**src/rtl/burst_bank_ram_pkg.sv**
```systemverilog
// rtl/burst_bank_ram_pkg.sv - shared state encoding and read-during-write constants
package burst_bank_ram_pkg;

    typedef enum logic [1:0] {
        ST_IDLE  = 2'd0,
        ST_RUN   = 2'd1,
        ST_DRAIN = 2'd2
    } state_t;

    localparam int RDW_READ_FIRST  = 0;
    localparam int RDW_WRITE_FIRST = 1;

    function automatic int clog2_min1(input int n);
        return (n > 1) ? $clog2(n) : 1;
    endfunction

endpackage

```
**src/rtl/burst_bank_ram_ram_bank.sv**
```systemverilog
// rtl/burst_bank_ram_ram_bank.sv - single RAM bank, one write and one pipelined read port
module ram_bank
    import burst_bank_ram_pkg::*;
#(
    parameter int RAM_DEEP = 64,
    parameter int DWIDTH   = 16,
    parameter int RD_LAT   = 1,
    parameter int RDW_MODE = RDW_READ_FIRST,
    localparam int AWIDTH  = $clog2(RAM_DEEP)
) (
    input  logic              clk,
    input  logic              we,
    input  logic [AWIDTH-1:0] waddr,
    input  logic [DWIDTH-1:0] wdata,
    input  logic              re,
    input  logic [AWIDTH-1:0] raddr,
    output logic [DWIDTH-1:0] rdata
);

    logic [DWIDTH-1:0] r_mem [RAM_DEEP];
    logic [DWIDTH-1:0] r_rd0;

    // Contents are deliberately never reset so a mid-burst reset keeps stored data.
    always_ff @(posedge clk) begin
        if (we) begin
            r_mem[waddr] <= wdata;
        end
        if (re) begin
            if (RDW_MODE == RDW_WRITE_FIRST && we && (waddr == raddr)) begin
                r_rd0 <= wdata;
            end else begin
                r_rd0 <= r_mem[raddr];
            end
        end
    end

    generate
        if (RD_LAT == 2) begin : g_lat2
            logic [DWIDTH-1:0] r_rd1;
            always_ff @(posedge clk) begin
                r_rd1 <= r_rd0;
            end
            assign rdata = r_rd1;
        end else begin : g_lat1
            assign rdata = r_rd0;
        end
    endgenerate

endmodule

```
**src/rtl/burst_bank_ram.sv**
```systemverilog
// rtl/burst_bank_ram.sv - multi-bank RAM with credit-limited burst reader and output FIFO
module burst_bank_ram
    import burst_bank_ram_pkg::*;
#(
    parameter int RAM_DEEP = 64,
    parameter int DWIDTH   = 16,
    parameter int NUM_CH   = 4,
    parameter int RD_LAT   = 1,
    parameter int RDW_MODE = RDW_READ_FIRST,
    localparam int AWIDTH  = $clog2(RAM_DEEP),
    localparam int CWIDTH  = clog2_min1(NUM_CH)
) (
    input  logic                     clk,
    input  logic                     nreset,
    input  logic                     we,
    input  logic [CWIDTH-1:0]        wch,
    input  logic [AWIDTH-1:0]        waddr,
    input  logic [DWIDTH-1:0]        wdata,
    input  logic                     start,
    input  logic [AWIDTH-1:0]        base_addr,
    input  logic [AWIDTH:0]          len,
    output logic [NUM_CH*DWIDTH-1:0] dout,
    output logic                     dvalid,
    input  logic                     dready,
    output logic                     busy,
    output logic                     done
);

    localparam int DEPTH  = RD_LAT + 1;
    localparam int PWIDTH = clog2_min1(DEPTH);
    localparam int OWIDTH = $clog2(DEPTH + 1);
    localparam int BWIDTH = NUM_CH * DWIDTH;

    state_t             r_state;
    state_t             w_state_nxt;
    logic [AWIDTH-1:0]  r_addr;
    logic [AWIDTH:0]    r_remain;
    logic [RD_LAT-1:0]  r_vpipe;
    logic [OWIDTH-1:0]  r_occ;
    logic [OWIDTH-1:0]  r_infl;
    logic [PWIDTH-1:0]  r_wptr;
    logic [PWIDTH-1:0]  r_rptr;
    logic [BWIDTH-1:0]  r_fifo [DEPTH];
    logic               r_done;

    logic [BWIDTH-1:0]  w_rdata;
    logic               w_dvalid;
    logic               w_push;
    logic               w_pop;
    logic               w_credit;
    logic               w_issue;
    logic               w_busy;
    logic               w_last_pop;
    logic               w_zero_start;

    assign w_dvalid = (r_occ != '0);
    assign w_pop    = w_dvalid & dready;
    assign w_push   = r_vpipe[RD_LAT-1];
    // A beat leaving this cycle frees its slot, which keeps one issue per cycle sustainable.
    assign w_credit = ((int'(r_occ) + int'(r_infl)) < DEPTH) || w_pop;

    always_ff @(posedge clk or negedge nreset) begin
        if (!nreset) begin
            r_state <= ST_IDLE;
        end else begin
            r_state <= w_state_nxt;
        end
    end

    always_comb begin
        w_state_nxt = r_state;
        case (r_state)
            ST_IDLE:  if (start && !r_done && (len != '0)) w_state_nxt = ST_RUN;
            ST_RUN:   if (w_issue && (r_remain == (AWIDTH+1)'(1))) w_state_nxt = ST_DRAIN;
            ST_DRAIN: if (w_last_pop) w_state_nxt = ST_IDLE;
            default:  w_state_nxt = ST_IDLE;
        endcase
    end

    always_comb begin
        w_issue      = (r_state == ST_RUN) && w_credit;
        w_busy       = (r_state != ST_IDLE) || r_done;
        w_last_pop   = (r_state == ST_DRAIN) && w_pop && (r_occ == OWIDTH'(1)) && (r_infl == '0);
        w_zero_start = (r_state == ST_IDLE) && !r_done && start && (len == '0);
    end

    always_ff @(posedge clk or negedge nreset) begin
        if (!nreset) begin
            r_addr   <= '0;
            r_remain <= '0;
            r_vpipe  <= '0;
            r_occ    <= '0;
            r_infl   <= '0;
            r_wptr   <= '0;
            r_rptr   <= '0;
            r_done   <= 1'b0;
        end else begin
            r_done  <= w_zero_start || w_last_pop;
            r_vpipe <= (r_vpipe << 1) | RD_LAT'(w_issue);
            r_infl  <= r_infl + OWIDTH'(w_issue) - OWIDTH'(w_push);
            r_occ   <= r_occ + OWIDTH'(w_push) - OWIDTH'(w_pop);
            if ((r_state == ST_IDLE) && (w_state_nxt == ST_RUN)) begin
                r_addr   <= base_addr;
                r_remain <= len;
            end else if (w_issue) begin
                r_addr   <= (r_addr == AWIDTH'(RAM_DEEP - 1)) ? '0 : r_addr + 1'b1;
                r_remain <= r_remain - 1'b1;
            end
            if (w_push) begin
                r_wptr <= (r_wptr == PWIDTH'(DEPTH - 1)) ? '0 : r_wptr + 1'b1;
            end
            if (w_pop) begin
                r_rptr <= (r_rptr == PWIDTH'(DEPTH - 1)) ? '0 : r_rptr + 1'b1;
            end
        end
    end

    always_ff @(posedge clk) begin
        if (w_push) begin
            r_fifo[r_wptr] <= w_rdata;
        end
    end

    genvar c;
    generate
        for (c = 0; c < NUM_CH; c++) begin : g_bank
            ram_bank #(
                .RAM_DEEP (RAM_DEEP),
                .DWIDTH   (DWIDTH),
                .RD_LAT   (RD_LAT),
                .RDW_MODE (RDW_MODE)
            ) u_bank (
                .clk   (clk),
                .we    (we && (wch == CWIDTH'(c))),
                .waddr (waddr),
                .wdata (wdata),
                .re    (w_issue),
                .raddr (r_addr),
                .rdata (w_rdata[c*DWIDTH +: DWIDTH])
            );
        end
    endgenerate

    assign dout   = w_dvalid ? r_fifo[r_rptr] : '0;
    assign dvalid = w_dvalid;
    assign busy   = w_busy;
    assign done   = r_done;

endmodule

```
**config.mk**
```make
export PLATFORM = sky130hd
export DESIGN_NAME = burst_bank_ram
export DESIGN_NICKNAME = d
export VERILOG_FILES = /design/src/rtl/burst_bank_ram_pkg.sv /design/src/rtl/burst_bank_ram_ram_bank.sv /design/src/rtl/burst_bank_ram.sv
export SDC_FILE = /design/constraint.sdc
export NUM_CORES = 2
export LEC_CHECK = 0
export ABC_CLOCK_PERIOD_IN_PS = 9150
export BUFFER_PORTS_ARGS = -buffer_cell sky130_fd_sc_hd__buf_2
export CORE_ASPECT_RATIO = 0.6
export CORE_MARGIN = 10
export CORE_UTILIZATION = 65
export CTS_BUF_LIST = sky130_fd_sc_hd__clkbuf_8
export DETAILED_ROUTE_END_ITERATION = 16
export PLACE_DENSITY = 0.81
export SETUP_SLACK_MARGIN = 0.15
export SLEW_MARGIN = 20
export SYNTH_ARGS = -nofsm -noshare
export SYNTH_HDL_FRONTEND = slang
export SYNTH_HIERARCHICAL = 1
export SYNTH_MEMORY_MAX_BITS = 65536
export SYNTH_SLANG_ARGS = --single-unit
export TNS_END_PERCENT = 30
```
**constraint.sdc**
```tcl
create_clock -name clk -period 9.15 [get_ports clk]
set_clock_uncertainty 0.1 [all_clocks]
set_input_delay 0.4575 -clock clk [delete_from_list [all_inputs] [get_ports clk]]
set_output_delay 0.4575 -clock clk [all_outputs]
set_load 0.005 [all_outputs]
```
==> summary.txt <==
Floorplanning
  – Initial Util: 65.2%
  – DIE WIDTH: 674 um
  – Core area: 256000 sq um
  – Boundary Pins: 109
  – FP Rows: 144
  – Die area: 278000 sq um
  – Die H: 413 um

Critical path
  – Startpoint Class: register
  – CP Capture Type: register
  – Worst setup path class: register to register
  – Reg2reg setup slack: 4.11 ns
  – RR Endpoint: g_bank[0].u_bank/rdata[6]
  – Max FO, Critical Path: 104
  – Worst path required time: 9.83 ns
  – Worst reg2reg path startpoint: r_addr[0]
  – Worst Reg2Reg Path Length in Cells: 7
  – CP Data Arrival Time: 5.72 ns

Min path
  – Hold Path Class: input port to async pin

Detailed routing
  – Final wirelength: 419000 um
  – Initial DRC count: approximately 15000
  – Drt via density: roughly 7
  – Routed Antenna Nets: 0
  – Routed WL per cell: 34.2 um
  – Via Count: approximately 86000
  – Drt pass-1 iters: 6
  – Number of remaining DRC errors: 0

Pwr
  – Total Power: 51.9 mW
  – Psw: roughly 17 mW
  – PD cells: 284 nW/um^2
  – Internal power: 35.0 mW
  – Clock group share of total power: 26.1%
  – Leak pwr: between 50 and 60 nW
  – Sw frac: 32.6%
  – VDD IR max: approximately 0.31 mV
  – Part of the power in combinational logic: just under 30%
  – Seq pwr share: 44.7%

STA
  – RSZ-0062 raised after global routing: false
  – Final Max Slew Viols: 0
  – Crit share post-route: about 55%
  – Fin Setup TNS: 0 ns
  – Post-route minimum period: 5.04 ns
  – Final Hold Viols: 0
  – Slew headroom: 16.7%
  – Slew @ Worst Pin: 1.24 ns
  – Max frequency: 198 MHz
  – Final setup violating endpoints: 0

Placement
  – DP Wirelength: 249000 um
  – I/O Buffers: 108
  – GPL Wtd Cong: 0.919

Layout
  – Ratio of cells with drive above 1 in the final layout: 25.7%
  – # fillers: 14000
  – Area growth, synth to finish: 9.57%
  – Final core occ: approximately 71%
  – Commonest non-fill, non-tap cells in the layout: edfxtp_1 (4288), mux4_2 (880), clkbuf_8 (618)
  – Final nets: 8434
  – Most common cell after layout, fill and taps aside: edfxtp_1

Global route
  – Gr ovfl total: 0
  – Largest net degree at the start of global routing: 146
  – First-pass GRT wire length: 601000 um
  – GRT Util Overall: roughly 30%
  – Antenna violations before repair: 39
  – Vias in the first global route: between 80000 and 90000

Clock network
  – CTS tree: built
  – Post-CTS sizing: 0
  – Clock root cell: clkbuf_8
  – Clock Latency Late Sink: 1.06 ns
  – H-tree Lvls: 6
  – Clock-pin slew on the worst setup and hold paths: 0.07 ns
  – Post-CTS setup buffers: 0
  – CTS buffer count: approximately 600
  – Sink Count: ~4300
  – Clock buffer depth: 4

Synth
  – Synth Area per Inst: 21.6 sq um
  – Post-synthesis sequential area ratio: 77.5%
  – Synth Register Bits: 4311
  – Post-synth ARST share: 0.534%
  – Syn_nets: around 7800
  – Synth cell types: 65
  – Synthesized cell area: 167000 sq um
  – Post-synth EDFFs: 4288
  – Synth warnings: 6
  – Predominant post-synthesis flop cell: edfxtp_1
  – Post-Syn Instances: 7719

Run
  – Max Cap Violations: 0

Status
  – Run status: finished clean
power by group through the flow:
stage | clock [mW] | sequential, mW | combinational [mW]
detailed placement | 0 | 23.6 | 14.7
CTS | 13.6 | 23.2 | 14.8
global route | 14.5 | 23.2 | 15.8
global placement | 0 | 23.6 | 14.4
finish | 13.5 | 23.2 | 15.2
floorplan | 0 | 23.1 | 10.4
cell usage after synthesis, types with 33 or more instances:
master	n	area, sq um
a211oi_1	33	248
buf_2	148	741
edfxtp_1	4288	129000
a21oi_1	71	355
mux4_2	880	19800
nand3_1	103	515
a31oi_1	34	213
mux2_2	110	1240
clkbuf_1	101	379
a22oi_1	158	1190
nor2_1	363	1360
a221oi_1	64	561
nor2b_1	122	763
buf_6	69	777
nand2_1	244	916
nand4_1	48	300
mux2i_1	408	4080
buf_4	52	390
kinds of logic (layout without fill, tap and decap cells):
group	Yosys count	in the layout	share of synthesized area, %
simple gates	994	994	2.85
fa+ha+maj	8	8	0.0645
other cells	0	15	0
buf+inv	442	1543	1.82
mux	1414	1414	15.3
compound gates	544	544	2.44
xor+xnor	6	6	0.0315
flops	4311	4311	77.5
worst max-delay path: stages, from the launching register on:
cell and delay [ns]:
dfrtp_4 1.11, buf_4 0.83, buf_12 0.68, buf_4 0.54, mux4_1 0.67, mux2_2 0.31, a21oi_1 0.23, nor4_2 0.07
worst max-delay path by stage:
stage,start,end,cells after the start,slack [ns]
after detailed placement,r_addr[0],g_bank[0].u_bank/rdata[6],7,4.11
after floorplan,r_vpipe,r_fifo[0][0],1,5.30
final,r_addr[0],g_bank[0].u_bank/rdata[6],7,4.11
after global routing,r_addr[0],g_bank[0].u_bank/rdata[6],7,3.79
after global placement,r_addr[0],g_bank[0].u_bank/rdata[6],7,4.22
after CTS,r_addr[0],g_bank[0].u_bank/rdata[6],7,4.08
area by class of cell:
type | count | area (sq um) | share of cell area [%]
well taps | 3431 | 4290 | 2.35
inverters | 8 | 32.5 | 0.0178
multi-input cells | 2966 | 34800 | 19.0
flip-flops and latches | 4311 | 129000 | 70.7
clock inverters | 418 | 2000 | 1.09
clock buffers | 618 | 8510 | 4.65
diodes | 15 | 37.5 | 0.0205
repair buffers | 499 | 3940 | 2.15
through the flow:
step	hold slack, ns	setup slack (ns)	std cells	cell area (sq um)
after global routing	0.0418	3.79	12300	183000
after CTS	0.0192	4.08	12200	183000
after global placement	0.350	4.22	11200	172000
after floorplan	0.0619	5.30	7719	167000
final	0.0309	4.11	12300	183000
after detailed placement	0.354	4.11	11200	172000
metal layers:
layer | part of all wire (%) | vias up | global-route usage, %
met5 | 0.11 | - | 0.751
met4 | 2.9 | 32 | 8.18
met3 | 18 | 873 | 13.3
met2 | 43 | 7212 | 41.2
met1 | 36 | 43900 | 44.2
li1 | - | 33600 | -
sequential cells by signal, indices dropped and copies added, names as in the netlist:
signal / flops
g_bank.u_bank/r_mem: 4096
r_fifo: 128
g_bank.u_bank/rdata: 64
r_remain: 7
r_addr: 6
r_infl: 2
r_occ: 2
r_state: 2
done: 1
r_rptr: 1
r_vpipe: 1
r_wptr: 1
repair_timing:
| action | in CTS | in global routing |
|---|---|---|
| hold buffers | 37 | 0 |
| endpoints found under the hold margin | 1409 | 0 |
| endpoints found under the setup margin | 0 | 0 |
Note: power is estimated with default switching activity, not from simulation.
